$ cat config.mk
export PLATFORM = sky130hd
export DESIGN_NAME = resolvedor_disparo
export DESIGN_NICKNAME = d
export VERILOG_FILES = /design/src/rtl/resolvedor_disparo.sv
export SDC_FILE = /design/constraint.sdc
export NUM_CORES = 1
export LEC_CHECK = 0
export CAP_MARGIN = 10
export CORE_ASPECT_RATIO = 0.8
export CORE_MARGIN = 2
export CORE_UTILIZATION = 30
export DETAILED_ROUTE_END_ITERATION = 12
export MAX_ROUTING_LAYER = met4
export SETUP_SLACK_MARGIN = 0.3
export SLEW_MARGIN = 20
export SYNTH_ARGS = -nofsm -noshare
export SYNTH_HDL_FRONTEND = slang
export SYNTH_SLANG_ARGS = --single-unit
$ cat constraint.sdc
create_clock -name clk -period 3.63 [get_ports clk]
set_clock_uncertainty 0.2 [all_clocks]
set_input_delay 0.5445 -clock clk [delete_from_list [all_inputs] [get_ports clk]]
set_output_delay 0.5445 -clock clk [all_outputs]
set_load 0.05 [all_outputs]
$ cat src/rtl/resolvedor_disparo.sv
// resolvedor_disparo: resolves one shot against a player's fleet memory.
// Scans the fleet words of the target player. The first valid cell that matches
// the shot decides the outcome: water, hit, repeated or invalid. On a new hit the
// updated word (cell marked, count-1) is written back in a single one-cycle pulse.
module resolvedor_disparo #(
    parameter int N_NAVIOS = 11,
    parameter int TAM_TAB  = 10
) (
    input  logic        clk,
    input  logic        rst_n,
    input  logic        disparo,
    input  logic [3:0]  x1,
    input  logic [3:0]  y1,
    input  logic        jogador,
    input  logic [63:0] vetor_leitura1,
    input  logic [63:0] vetor_leitura2,
    output logic [4:0]  read_addr,
    output logic [4:0]  write_addr,
    output logic [63:0] vetor,
    output logic        wrep1,
    output logic        wrep2,
    output logic        ocupado,
    output logic        pronto,
    output logic        acerto,
    output logic        agua,
    output logic        repetido,
    output logic        invalido,
    output logic        afundou,
    output logic [2:0]  tipo_afundado,
    output logic        frota_destruida
);

    localparam int         N_CEL = 5;
    localparam logic [4:0] ULT   = 5'(N_NAVIOS - 1);

    typedef enum logic [1:0] {IDLE, LER, GRAVA, FIM} estado_t;

    estado_t estado, prox_estado;

    // latched shot
    logic [3:0]  x_l, y_l;
    logic        jog_l;

    // compare stage: data on the read bus belongs to cmp_addr when cmp_vld
    logic        cmp_vld;
    logic [4:0]  cmp_addr;

    // running winner and alive tally
    logic        achou;
    logic [4:0]  win_addr;
    logic        win_rep;
    logic [63:0] win_word;
    logic        win_afunda;
    logic [2:0]  win_tipo;
    logic [4:0]  vivos;
    logic        algum;

    // decode of the word currently on the read bus
    logic [63:0]      rdata;
    logic [2:0]       tipo;
    logic [3:0]       cont;
    logic [4:0]       masc;
    logic [2:0]       n_cel;
    logic             palavra_ok;
    logic [N_CEL-1:0] cel_hit;

    // compare result merged with the running winner
    logic        tem_match;
    logic [2:0]  k_sel;
    logic        ja_atingido;
    logic        novo;
    logic [63:0] upd;
    logic        f_achou;
    logic [4:0]  f_addr;
    logic        f_rep;
    logic [63:0] f_word;
    logic        f_afunda;
    logic [2:0]  f_tipo;
    logic [4:0]  f_vivos;
    logic        f_algum;
    logic        tiro_fora;

    assign rdata      = jog_l ? vetor_leitura2 : vetor_leitura1;
    assign tipo       = rdata[2:0];
    assign cont       = rdata[46:43];
    assign masc       = rdata[51:47];
    assign palavra_ok = (cont != 4'd0) || (masc != 5'd0);
    assign tiro_fora  = (32'(x1) >= 32'(TAM_TAB)) || (32'(y1) >= 32'(TAM_TAB));

    // number of meaningful cells for each ship type; unknown types have none
    always_comb begin
        n_cel = 3'd0;
        case (tipo)
            3'd0:    n_cel = 3'd5;
            3'd1:    n_cel = 3'd4;
            3'd2:    n_cel = 3'd3;
            3'd3:    n_cel = 3'd2;
            3'd4:    n_cel = 3'd1;
            default: n_cel = 3'd0;
        endcase
    end

    // per-cell coordinate match; cells past n_cel are never compared
    generate
        for (genvar k = 0; k < N_CEL; k++) begin : g_cel
            assign cel_hit[k] = palavra_ok && (3'(k) < n_cel) &&
                                (rdata[6+8*k -: 4] == x_l) &&
                                (rdata[10+8*k -: 4] == y_l);
        end
    endgenerate

    // pick the lowest matching cell and fold it into the running winner/tally
    always_comb begin
        tem_match = 1'b0;
        k_sel     = 3'd0;
        for (int k = N_CEL - 1; k >= 0; k--) begin
            if (cel_hit[k]) begin
                tem_match = 1'b1;
                k_sel     = 3'(k);
            end
        end

        // count already 0 with the bit clear is a corrupt word: treated as repeated
        ja_atingido = masc[k_sel] || (cont == 4'd0);
        novo        = cmp_vld && tem_match && !achou;

        upd          = rdata;
        upd[51:47]   = masc | (5'd1 << k_sel);
        upd[46:43]   = cont - 4'd1;

        f_achou  = achou || novo;
        f_addr   = novo ? cmp_addr : win_addr;
        f_rep    = novo ? ja_atingido : win_rep;
        f_word   = novo ? upd : win_word;
        f_afunda = novo ? (!ja_atingido && (cont == 4'd1)) : win_afunda;
        f_tipo   = novo ? tipo : win_tipo;

        f_vivos = vivos;
        f_algum = algum;
        if (cmp_vld && palavra_ok) begin
            f_algum = 1'b1;
            if (novo && !ja_atingido) begin
                if (cont != 4'd1) f_vivos = vivos + 5'd1;
            end else if (cont != 4'd0) begin
                f_vivos = vivos + 5'd1;
            end
        end
    end

    // state register
    always_ff @(posedge clk) begin
        if (!rst_n) estado <= IDLE;
        else        estado <= prox_estado;
    end

    // next-state: out-of-board shots skip the scan entirely
    always_comb begin
        prox_estado = estado;
        case (estado)
            IDLE:    if (disparo) prox_estado = tiro_fora ? FIM : LER;
            LER:     if (read_addr == ULT) prox_estado = GRAVA;
            GRAVA:   prox_estado = FIM;
            FIM:     prox_estado = IDLE;
            default: prox_estado = IDLE;
        endcase
    end

    // datapath: address stepping, compare pipeline, result flags and write-back
    always_ff @(posedge clk) begin
        if (!rst_n) begin
            x_l             <= '0;
            y_l             <= '0;
            jog_l           <= 1'b0;
            cmp_vld         <= 1'b0;
            cmp_addr        <= '0;
            achou           <= 1'b0;
            win_addr        <= '0;
            win_rep         <= 1'b0;
            win_word        <= '0;
            win_afunda      <= 1'b0;
            win_tipo        <= '0;
            vivos           <= '0;
            algum           <= 1'b0;
            read_addr       <= '0;
            write_addr      <= '0;
            vetor           <= '0;
            wrep1           <= 1'b0;
            wrep2           <= 1'b0;
            ocupado         <= 1'b0;
            pronto          <= 1'b0;
            acerto          <= 1'b0;
            agua            <= 1'b0;
            repetido        <= 1'b0;
            invalido        <= 1'b0;
            afundou         <= 1'b0;
            tipo_afundado   <= '0;
            frota_destruida <= 1'b0;
        end else begin
            pronto   <= 1'b0;
            wrep1    <= 1'b0;
            wrep2    <= 1'b0;
            cmp_vld  <= (estado == LER);
            cmp_addr <= read_addr;

            if (cmp_vld) begin
                achou      <= f_achou;
                win_addr   <= f_addr;
                win_rep    <= f_rep;
                win_word   <= f_word;
                win_afunda <= f_afunda;
                win_tipo   <= f_tipo;
                vivos      <= f_vivos;
                algum      <= f_algum;
            end

            case (estado)
                IDLE: begin
                    if (disparo) begin
                        x_l             <= x1;
                        y_l             <= y1;
                        jog_l           <= jogador;
                        ocupado         <= 1'b1;
                        acerto          <= 1'b0;
                        agua            <= 1'b0;
                        repetido        <= 1'b0;
                        afundou         <= 1'b0;
                        tipo_afundado   <= '0;
                        frota_destruida <= 1'b0;
                        invalido        <= tiro_fora;
                        achou           <= 1'b0;
                        vivos           <= '0;
                        algum           <= 1'b0;
                        if (!tiro_fora) read_addr <= '0;
                    end
                end
                LER: begin
                    if (read_addr != ULT) read_addr <= read_addr + 5'd1;
                end
                GRAVA: begin
                    // last address is still being compared here, so use the merged result
                    acerto   <= f_achou && !f_rep;
                    repetido <= f_achou && f_rep;
                    agua     <= !f_achou;
                    afundou  <= f_achou && !f_rep && f_afunda;
                    if (f_achou && !f_rep) begin
                        tipo_afundado <= f_afunda ? f_tipo : 3'd0;
                        write_addr    <= f_addr;
                        vetor         <= f_word;
                        wrep1         <= !jog_l;
                        wrep2         <= jog_l;
                    end
                end
                FIM: begin
                    pronto          <= 1'b1;
                    ocupado         <= 1'b0;
                    frota_destruida <= (vivos == 5'd0) && algum;
                end
                default: ;
            endcase
        end
    end

endmodule

# Word-level counts from Yosys, hierarchy flattened
# Index checks and enable logic that the tools add are counted.
[totals]
out_inout_bits = 87
wordCells = 171
in_bits = 140
regBits = 185
[classes]
n_reduce_logical = 50
add_sub_neg = 3
bitwise_logic = 1
muxes = 54
n_lt_le_gt_ge = 8
eq_ne = 26
shifts = 1
[op_table]
columns = ["cell", "n"]
rows = [
  ["2-to-1 mux 64 bit", 2],
  ["2-to-1 mux 5 bit", 11],
  ["== test 4 bit", 10],
  ["2-to-1 mux 3 bit", 9],
  ["logical AND 1 bit", 24],
  ["2-to-1 mux 1 bit", 18],
  ["one-hot mux 3 bit (5 select lines)", 1],
  ["one-hot mux 1 bit (2 select lines)", 6],
  ["adder 5 x 1 -> 5 bit, second input constant", 2],
  ["one-hot mux 5 bit (2 select lines)", 1],
  ["AND reduction 2 bit", 5],
  [">= comparator 4 bit, second input constant", 2],
  ["inequality test 2 bit, second input constant", 4],
  ["one-hot mux 2 bit (4 select lines)", 1],
  ["== test 3 x 2 -> 1 bit, second input constant", 2],
  ["< comparator 1 x 3 -> 1 bit, first input constant", 2],
  ["< comparator 2 x 3 -> 1 bit, first input constant", 2],
  ["2-to-1 mux 2 bit", 3],
  ["one-hot mux 3 bit (2 select lines)", 1],
  ["AND reduction 3 bit", 2],
  ["nonzero test 2 bit", 3],
  ["== test 5 x 4 -> 1 bit, second input constant", 1],
  ["zero test 1 bit", 5],
  ["zero test 5 bit", 1],
  ["21 further kinds", 25],
]

# Longest topological paths before layout
# Gate-level depths: netlist of run 1.
[depth]
depth_word = 22
ltp_mapped = 16

# Worst setup path after synthesis of run 1
# No wires, ideal clock.
[synth_timing]
path_kind = "flip-flop to flip-flop"
startpoint = "register jog_l"
endpoint = "register vivos[4]"
setup_time_ns = 0.071
setup_slack_ns = -0.254
arrival_ns = 3.613
required_time_ns = 3.359
synth_period_minus_slack_ns = 3.884
stages_incl_launch_ff = 16
cell_sequence = "dfxtp_1 buf_6 buf_4 buf_2 buf_2 mux2i_1 ha_1 o21ai_1 nor2_1 and4b_1 or4_1 o2111ai_2 nor4_1 buf_6 or4_1 a21oi_1"
[synth_between]
elab_chain_cells = 22
word_cells_on_any_way = 67
cone_classes = "5 x order compare; 15 x eq/ne; 21 x mux; 26 x reduce/logical"
[synth_lines]
columns = ["item", "line_no", "source"]
rows = [
  ["from (decl)", "42", "logic jog_l;"],
  ["from (signal assigned)", "221", "jog_l <= jogador;"],
  ["2-to-1 mux 64 bit (*)", "83", "assign rdata = jog_l ? vetor_leitura2 : vetor_leitura1;"],
  ["== test 3 bit, or another cell as far along", "93", "case (tipo)"],
  ["one-hot mux 3 bit (5 select lines)", "93", ""],
  ["< comparator 3 bit", "106", "assign cel_hit[k] = palavra_ok && (3'(k) < n_cel) &&"],
  ["logical AND 1 bit (2 in series)", "106", ""],
  ["logical AND 1 bit", "107", "(rdata[6+8*k -: 4] == x_l) &&"],
  ["2-to-1 mux 3 bit (5 in series)", "117", "if (cel_hit[k]) begin"],
  ["binary-select mux 1 bit (select 3 bit)", "124", "ja_atingido = masc[k_sel] || (cont == 4'd0);"],
  ["2-to-1 mux 1 bit (not written as such)", "124", ""],
  ["logical OR 1 bit", "124", ""],
  ["zero test 1 bit", "142", "if (novo && !ja_atingido) begin"],
  ["logical AND 1 bit", "142", ""],
  ["2-to-1 mux 5 bit", "142", ""],
  ["2-to-1 mux 5 bit (*)", "140", "if (cmp_vld && palavra_ok) begin"],
  ["2-to-1 mux 5 bit (*)", "205", "if (cmp_vld) begin"],
  ["2-to-1 mux 5 bit", "218", "if (disparo) begin"],
  ["2-to-1 mux 5 bit (*)", "216", "case (estado)"],
  ["to (signal assigned)", "212", "vivos <= f_vivos;"],
  ["to (decl)", "55", "logic [4:0] vivos;"],
]
# Every way passes the cells marked *; elsewhere a longest branch is shown, timed or not. The select of a mux whose other input is x is not followed.
# A chain may end at the register's enable or synchronous reset.

# Final worst setup path of run 1
[layout_timing]
startpoint = "register jog_l"
endpoint = "register vetor[62]"
[layout_between]
elab_chain_cells = 19
word_cells_on_any_way = 62
cone_classes = "5 x order compare; 14 x eq/ne; 16 x mux; 27 x reduce/logical"
[layout_lines]
columns = ["item", "line_no", "source"]
rows = [
  ["2-to-1 mux 64 bit (*)", "83", ""],
  ["== test 3 bit, or another cell as far along", "93", ""],
  ["one-hot mux 3 bit (5 select lines)", "93", ""],
  ["< comparator 3 bit", "106", ""],
  ["logical AND 1 bit (2 in series)", "106", ""],
  ["logical AND 1 bit", "107", ""],
  ["2-to-1 mux 3 bit (5 in series)", "117", ""],
  ["binary-select mux 1 bit (select 3 bit)", "124", ""],
  ["2-to-1 mux 1 bit (not written as such)", "124", ""],
  ["logical OR 1 bit", "124", ""],
  ["2-to-1 mux 1 bit", "133", "f_rep = novo ? ja_atingido : win_rep;"],
  ["zero test 1 bit", "245", "if (f_achou && !f_rep) begin"],
  ["logical AND 1 bit", "245", ""],
  ["AND reduction 2 bit (no line)", "--", ""],
  ["to (signal assigned)", "248", "vetor <= f_word;"],
  ["to (decl)", "19", "output logic [63:0] vetor,"],
]
# Marks and branches as above.

==> reports/summary.txt, run 1 <==
Placeable Area: 0.0272 mm2
Cell Area, Placed: 0.0116 mm2
Hold slack: 0.259 ns
Post-synth EDFFs: 0
Worst Path Arrival: 3.72 ns
Layout cells sized above 1: 24.5%
Clock Latency Late Sink: 0.42 ns
Syn nets: 1023
Slew of the pin with the lowest slew margin: 1.01 ns
Sink Count: 185
Synth Flop Type: dfxtp_1
Final net count: 1339
Final Non-Filler Cells: 1565
Yosys warnings: 0
Critical Path Most Common Cell: buf_12
H-tree Lvls: 4
Clock transition at path regs: 0.07 ns
Placed cells: 1495
Synth top area share: 45.0%
Async set-reset flop share out of synthesis: 0%
RD Place Congestion: 0.792
Hold Path Class: reg -> reg
Drt drc: 0
Critical Path RT: 3.76 ns
TritonCTS clock tree: yes
Fmax: 279 MHz
Mean Syn Cell Area: 9.43 um2
Leading area contributor after synthesis: dfxtp_1
Final TNS setup: 0 ns
CP Launch Type: flip-flop
Pre-antenna DRT Iters: 4
Die Area: 0.0288 mm2
Largest net degree at the start of global routing: 91
Final Critical Period: 3.59 ns
Post-route cell area: 0.0135 mm2
# IOs: 227
Initial antenna violation count: 0
Worst Setup End Kind: flip-flop
Vias in the first global route: 7573
Aggregate global routing overflow: 0
Via count: 7654
Antenna-violating nets left: 0
Mapped Area: 0.00823 mm2
Critical path's slowest cell: o41a_4
Share of the clock period used by the worst path: 98.9%
Final setup vio count: 0
Synth cell types: 63
Max Cap Viol: 0
Number of DRC markers in iteration 0: 340
Area grow syn2layout: 64.3%
Outcome: completed
HPWL Detailed: 18900 um
Final hold violations: 0
VDD IR-drop max: 0.317 mV
Rows: 54
CTS max path bufs: 2
Gr usage total: 19.5%
WS Path Type: reg -> reg
Max_slew headroom: 32.4%
Cts hold-fix bufs: 0
Sequential share of the synthesized area: 45.0%
Via density: 4.89
Pleak: 5.53 nW
Buffers added on ports: 226
Die X: 189 um
Initial Util: 30.3%
CTS buffer count: 17
Cell Chain, Critical Path: buf_12 -> buf_12 -> buf_4 -> mux2i_1 -> buf_4 -> xnor2_1 -> nor2_1 -> and4b_2 -> or4_4 -> o2111ai_4 -> o41a_4 -> buf_12 -> clkbuf_16 -> and3_1 -> a21o_1
Ant diodes: 0
Global-route wire length before repair: 42800 um
Max incr delay on CP: 0.50 ns
Yosys reg bits: 185
RSZ-0062 raised after global routing: true
CP Max Fanout: 10
Slew Limit Fails: 0
PwrDens: 405 mW/mm2
Synth top area cells: dfxtp_1, mux2i_1, a21o_1
Avg WL per Cell: 18.2 um
Total routed wirelength: 28500 um
Clk root buf: clkbuf_16
Mapped Cells: 873
Die height: 152 um
area by class of cell:
cell class                 count  area, um2
clock inverter                13        164
inverter                      12       46.3
tap                          364        455
timing repair buffer         364       3860
sequential                   185       3710
fill                        2521      13600
clock buffer                  18        439
multi-input combinational    609       4860
state kept, by name (all words and copies together) (netlist names), 2 cells and up:
name	flops
vetor	64
win_word	64
cmp_addr	5
read_addr	5
vivos	5
win_addr	5
write_addr	5
x_l	4
y_l	4
tipo_afundado	3
win_tipo	3
estado	2
metrics by stage:
stage	setup WS [ns]	utilization [%]	total power, mW
2_1_floorplan	0.249	-	2.90
3_3_place_gp	-0.257	42.9	3.40
5_1_grt	-0.0698	49.8	5.72
3_5_place_dp	-0.310	42.9	3.41
6_report	0.0408	49.8	5.48
4_1_cts	0.141	47.5	5.45
cell usage after synthesis, drive strengths merged, types with 2 or more instances:
master	n
dfxtp	185
nor2	92
mux2i	68
and3	61
a21o	58
a211oi	54
nand2	46
xnor2	40
clkbuf	36
buf	33
a21oi	29
nand3	22
o21ai	19
o31ai	13
inv	11
nor3	11
ha	10
and2	9
nor4	9
xor2	7
nand4	5
or3	5
nor3b	4
nand2b	3
nor2b	3
o2111ai	3
o211a	3
o21a	3
o2bb2ai	3
o41ai	3
or4	3
a311oi	2
a31oi	2
nand3b	2
nand4b	2
o221a	2
o221ai	2
repair_timing:
action / 4_1_cts / 5_1_grt
buffers inserted: 14 / 9
gates resized for setup: 58 / 77
setup endpoints to repair: 153 / 149
pin swaps: 20 / 23
cloned: 8 / 8
worst max-delay path, delay by kind of cell (launching register included):
kind,cells,cell delay [ns]
compound gates,3,0.77
xor+xnor,1,0.06
buf+inv,6,0.93
flops,1,0.38
mux,1,0.31
simple gates,4,0.82
path summary, 6_finish.rpt:
path / slack, ns / start / depth (start not counted) / end
setup / recovery: 0.04 / jog_l$_SDFFE_PN0P_ / 15 / vetor[62]$_SDFFE_PN0P_
hold / removal: 0.26 / vetor[51]$_SDFFE_PN0P_ / 2 / vetor[51]$_SDFFE_PN0P_
setup reg to reg: 0.04 / jog_l$_SDFFE_PN0P_ / 15 / vetor[62]$_SDFFE_PN0P_
hold reg to reg: 0.26 / vetor[51]$_SDFFE_PN0P_ / 2 / vetor[51]$_SDFFE_PN0P_
power breakdown:
part	internal (mW)	switching, mW	total (mW)	leakage (nW)
logic	0.699	0.704	1.40	3.74
registers	2.08	0.0862	2.17	1.49
clock network	1.05	0.859	1.91	0.294
routing by layer:
layer	vias to the layer above	track usage, %	wire length (um)
met3	13	4.12	1450
li1	3763	-	-
met4	0	3.43	171
met2	164	31.5	13600
met5	-	-	0
met1	3714	25.4	13300
kinds of logic (layout without fill, tap and decap cells):
| logic type | count (synthesis) | in the layout | share of synthesized area (%) |
|---|---|---|---|
| buf+inv | 81 | 407 | 4.53 |
| compound gates | 204 | 206 | 18.2 |
| fa+ha+maj | 10 | 10 | 1.52 |
| xor+xnor | 47 | 47 | 5.00 |
| mux | 68 | 68 | 8.36 |
| simple gates | 278 | 278 | 17.4 |
| flops | 185 | 185 | 45.0 |
layout by cell type, fill, tap and decap left out, drive strengths merged, types with 4 or more instances in the layout:
| master | instances |
|---|---|
| or3 | 5 |
| o31ai | 13 |
| nor3 | 11 |
| a21o | 58 |
| buf | 131 |
| nor2 | 92 |
| clkbuf | 24 |
| nand4 | 5 |
| mux2i | 68 |
| a21oi | 29 |
| nand2 | 46 |
| xnor2 | 40 |
| clkinv | 6 |
| xor2 | 7 |
| nand3 | 22 |
| and3 | 61 |
| inv | 16 |
| a211oi | 54 |
| o21ai | 19 |
| dfxtp | 185 |
| nor3b | 4 |
| o21a | 5 |
| clkdlybuf4s50 | 225 |
| nor4 | 9 |
| ha | 10 |
| and2 | 9 |
Power figures use the tool's default switching activity.
==> inputs of run 2 (changes only) <==
--- a/config.mk
+++ b/config.mk
@@ -11,6 +11,7 @@
 export CORE_UTILIZATION = 30
 export DETAILED_ROUTE_END_ITERATION = 12
 export MAX_ROUTING_LAYER = met4
+export PLACE_DENSITY_LB_ADDON = 0.1
 export SETUP_SLACK_MARGIN = 0.3
 export SLEW_MARGIN = 20
 export SYNTH_ARGS = -nofsm -noshare
==> run 2 against run 1 <==
  * Cell count grew 0.64%
  * Worst hold slack gained 0.0054 ns
  * Power shrank 2.2%
  * First-iteration DRC count grew 11%
  * Critical path type unchanged
==> reports/summary.txt, run 2 (synthesized netlist as in run 1, its figures left out) <==
Hold Path Class: reg -> reg
Most frequent cells in the layout: clkdlybuf4s50_1, dfxtp_1, buf_4
Biggest regs: vetor: 64 flops, win_word: 64 flops
Final Critical Period: 3.56 ns (-0.0297 ns)
Reg area: 0.00371 mm2 (unchanged)
Largest net degree at the start of global routing: 91 (unchanged)
Vias in the first global route: 7324 (-3.3%)
Die height: 152 um (unchanged)
CP Max Fanout: 8 (-2)
Cell Chain, Critical Path: buf_12 -> buf_12 -> buf_16 -> mux2i_1 -> buf_4 -> xnor2_2 -> nor4_2 -> buf_4 -> nand2_4 -> or4_4 -> o2111ai_4 -> buf_6 -> nor4_4 -> or4_1 -> a21oi_2
Worst Path Arrival: 3.71 ns (about the same)
RD Place Congestion: 0.852 (+7.6%)
Critical path's slowest cell: or4_4
Buffers added on ports: 226 (unchanged)
End of the worst register-to-register path: vivos[4]$_SDFF_PN0_
Via count: 7500 (-2.0%)
Commonest non-fill, non-tap cell in the layout: clkdlybuf4s50_1
Placeable Area: 0.0272 mm2 (unchanged)
RSZ-0062 raised after global routing: true
Rows: 54 (unchanged)
HPWL Detailed: 18900 um (+0.40%)
H-tree Lvls: 4 (unchanged)
Share of the clock period used by the worst path: 98.1% (-0.82 points)
Die X: 189 um (unchanged)
Outcome: completed
Die Area: 0.0288 mm2 (unchanged)
RR Startpoint: jog_l$_SDFFE_PN0P_
Hold slack: 0.264 ns (+0.00542 ns)
Total routed wirelength: 27700 um (-2.7%)
Pleak: 5.42 nW (-2.0%)
Aggregate global routing overflow: 0 (unchanged)
Critical Path RT: 3.78 ns (+0.02 ns)
Initial Util: 30.3% (unchanged)
Overall Power: 5.36 mW (-2.2%)
Gr usage total: 19.4% (-0.11 points)
Net Switching: 1.65 mW (-0.15%)
Sequential power share: 40.6% (+1.1 points)
Clock Latency Late Sink: 0.43 ns (about the same)
Worst Reg2Reg Path Length in Cells: 15 (unchanged)
Global-route wire length before repair: 42300 um (-1.3%)
Max Cap Viol: 0 (unchanged)
Worst Setup End Kind: flip-flop
Comb pwr share: 26.2% (+0.6 points)
Clock transition at path regs: 0.08 ns (about the same)
Footprint of the multi-input gates: 0.00473 mm2 (-2.8%)
Antenna-violating nets left: 0 (unchanged)
CTS buffer count: 17 (unchanged)
CP delay by family, top: simple AND/OR/NAND/NOR gates
Final net count: 1348 (+0.67%)
Pre-antenna DRT Iters: 5 (+1)
Buffers & Inverters on Critical Path: 6 (unchanged)
Cell Area, Placed: 0.0117 mm2 (+0.39%)
Int Pwr: 3.72 mW (-3.1%)
Crit path to: vivos[4]$_SDFF_PN0_
Post-route cell area: 0.0132 mm2 (-2.7%)
Max_slew headroom: 23.3% (-9.1 points)
Number of DRC markers in iteration 0: 376 (+11%)
Area grow syn2layout: 60.0%
WS Path Type: reg -> reg
Fmax: 281 MHz (+0.83%)
Slew Limit Fails: 0 (unchanged)
Drt drc: 0 (unchanged)
Slew of the pin with the lowest slew margin: 1.14 ns (+0.125 ns)
Via density: 4.76 (-2.6%)
Clock share of power: 33.2% (-1.7 points)
PwrDens: 407 mW/mm2 (+0.44%)
TritonCTS clock tree: yes
Final setup vio count: 0 (unchanged)
CTS max path bufs: 2 (unchanged)
CP Launch Type: flip-flop
FILL cells: 2580 (+2.3%)
CP Launch Point: jog_l$_SDFFE_PN0P_
Max incr delay on CP: 0.57 ns (+0.07 ns)
# IOs: 227 (unchanged)
VDD IR-drop max: 0.311 mV (-1.9%)
Clk root buf: clkbuf_16
Sink Count: 185 (unchanged)
Ant diodes: 0 (unchanged)
Final hold violations: 0 (unchanged)
Avg WL per Cell: 17.6 um (-3.3%)
Layout cells sized above 1: 23.3% (-1.2 points)
Worst reg-to-reg setup slack: 0.07 ns (+0.03 ns)
Switching fraction of total power: 30.7% (+0.64 points)
Initial antenna violation count: 0 (unchanged)
Worst path depth: 15 (unchanged)
-- run 2: changes by cell type in the layout (fill, tap and decap cells not counted), sizes merged --
cell,change
bufbuf,-2
bufinv,-2
nor4,+1
clkbuf,-2
clkinv,-3
buf,+16
o21a,-2
clkinvlp,+3
inv,+1
-- run 2: worst min-delay path by stage --
stage | endpoint | cells past startpoint | from
global placement | algum$_SDFF_PN0_ | 2 | algum$_SDFF_PN0_
CTS | algum$_SDFF_PN0_ | 2 | algum$_SDFF_PN0_
finish | frota_destruida$_SDFFE_PN0P_ | 2 | frota_destruida$_SDFFE_PN0P_
global route | frota_destruida$_SDFFE_PN0P_ | 2 | frota_destruida$_SDFFE_PN0P_
detailed placement | algum$_SDFF_PN0_ | 2 | algum$_SDFF_PN0_
floorplan | algum$_SDFF_PN0_ | 2 | algum$_SDFF_PN0_
-- run 2: metrics by stage --
step,setup TNS (ns),cells,setup WS [ns],utilization (%)
6_report,0,1575,0.0704,48.5
5_1_grt,-1.75,1575,-0.0648,48.5
4_1_cts,0,1564,0.0960,46.8
3_5_place_dp,-24.64,1511,-0.362,43.0
3_3_place_gp,-17.44,1511,-0.305,43.0
2_1_floorplan,0,873,0.249,-
-- run 2: cell type report --
type | count | area share, %
sequential | 185 | 28.1
clock inverter | 12 | 0.817
tap | 364 | 3.46
multi-input combinational | 608 | 35.9
inverter | 12 | 0.351
timing repair buffer | 374 | 28.0
clock buffer | 20 | 3.39
-- run 2: layer usage --
metal / share of wire (%) / GRT usage (%) / vias up
li1: - / - / 3767
met1: 48 / 26.4 / 3556
met2: 45 / 28.7 / 157
met3: 5.3 / 4.51 / 20
met4: 1.3 / 5.24 / 0
met5: 0 / - / -
-- run 2: power groups by stage --
| stage | sequential, mW | combinational [mW] | clock, mW |
|---|---|---|---|
| global placement | 2.23 | 1.25 | 0 |
| CTS | 2.18 | 1.36 | 1.83 |
| detailed placement | 2.23 | 1.25 | 0 |
| floorplan | 2.20 | 0.702 | 0 |
| global route | 2.19 | 1.52 | 1.92 |
| finish | 2.18 | 1.40 | 1.78 |
-- run 2: tightest hold or removal path, cell delays in order, from the launching register on --
cell and delay [ns]:
dfxtp_1 0.31, nand2_1 0.05, a21oi_1 0.06
-- run 2: timing repair --
action                                  in CTS  in global routing
endpoints found under the setup margin     145                157
buffers inserted                            18                  8
hold buffers                                 0                  0
pin swaps                                   18                 15
hold endpoints to repair                     0                  0
gates resized for setup                     52                 71
cloned                                       3                  3
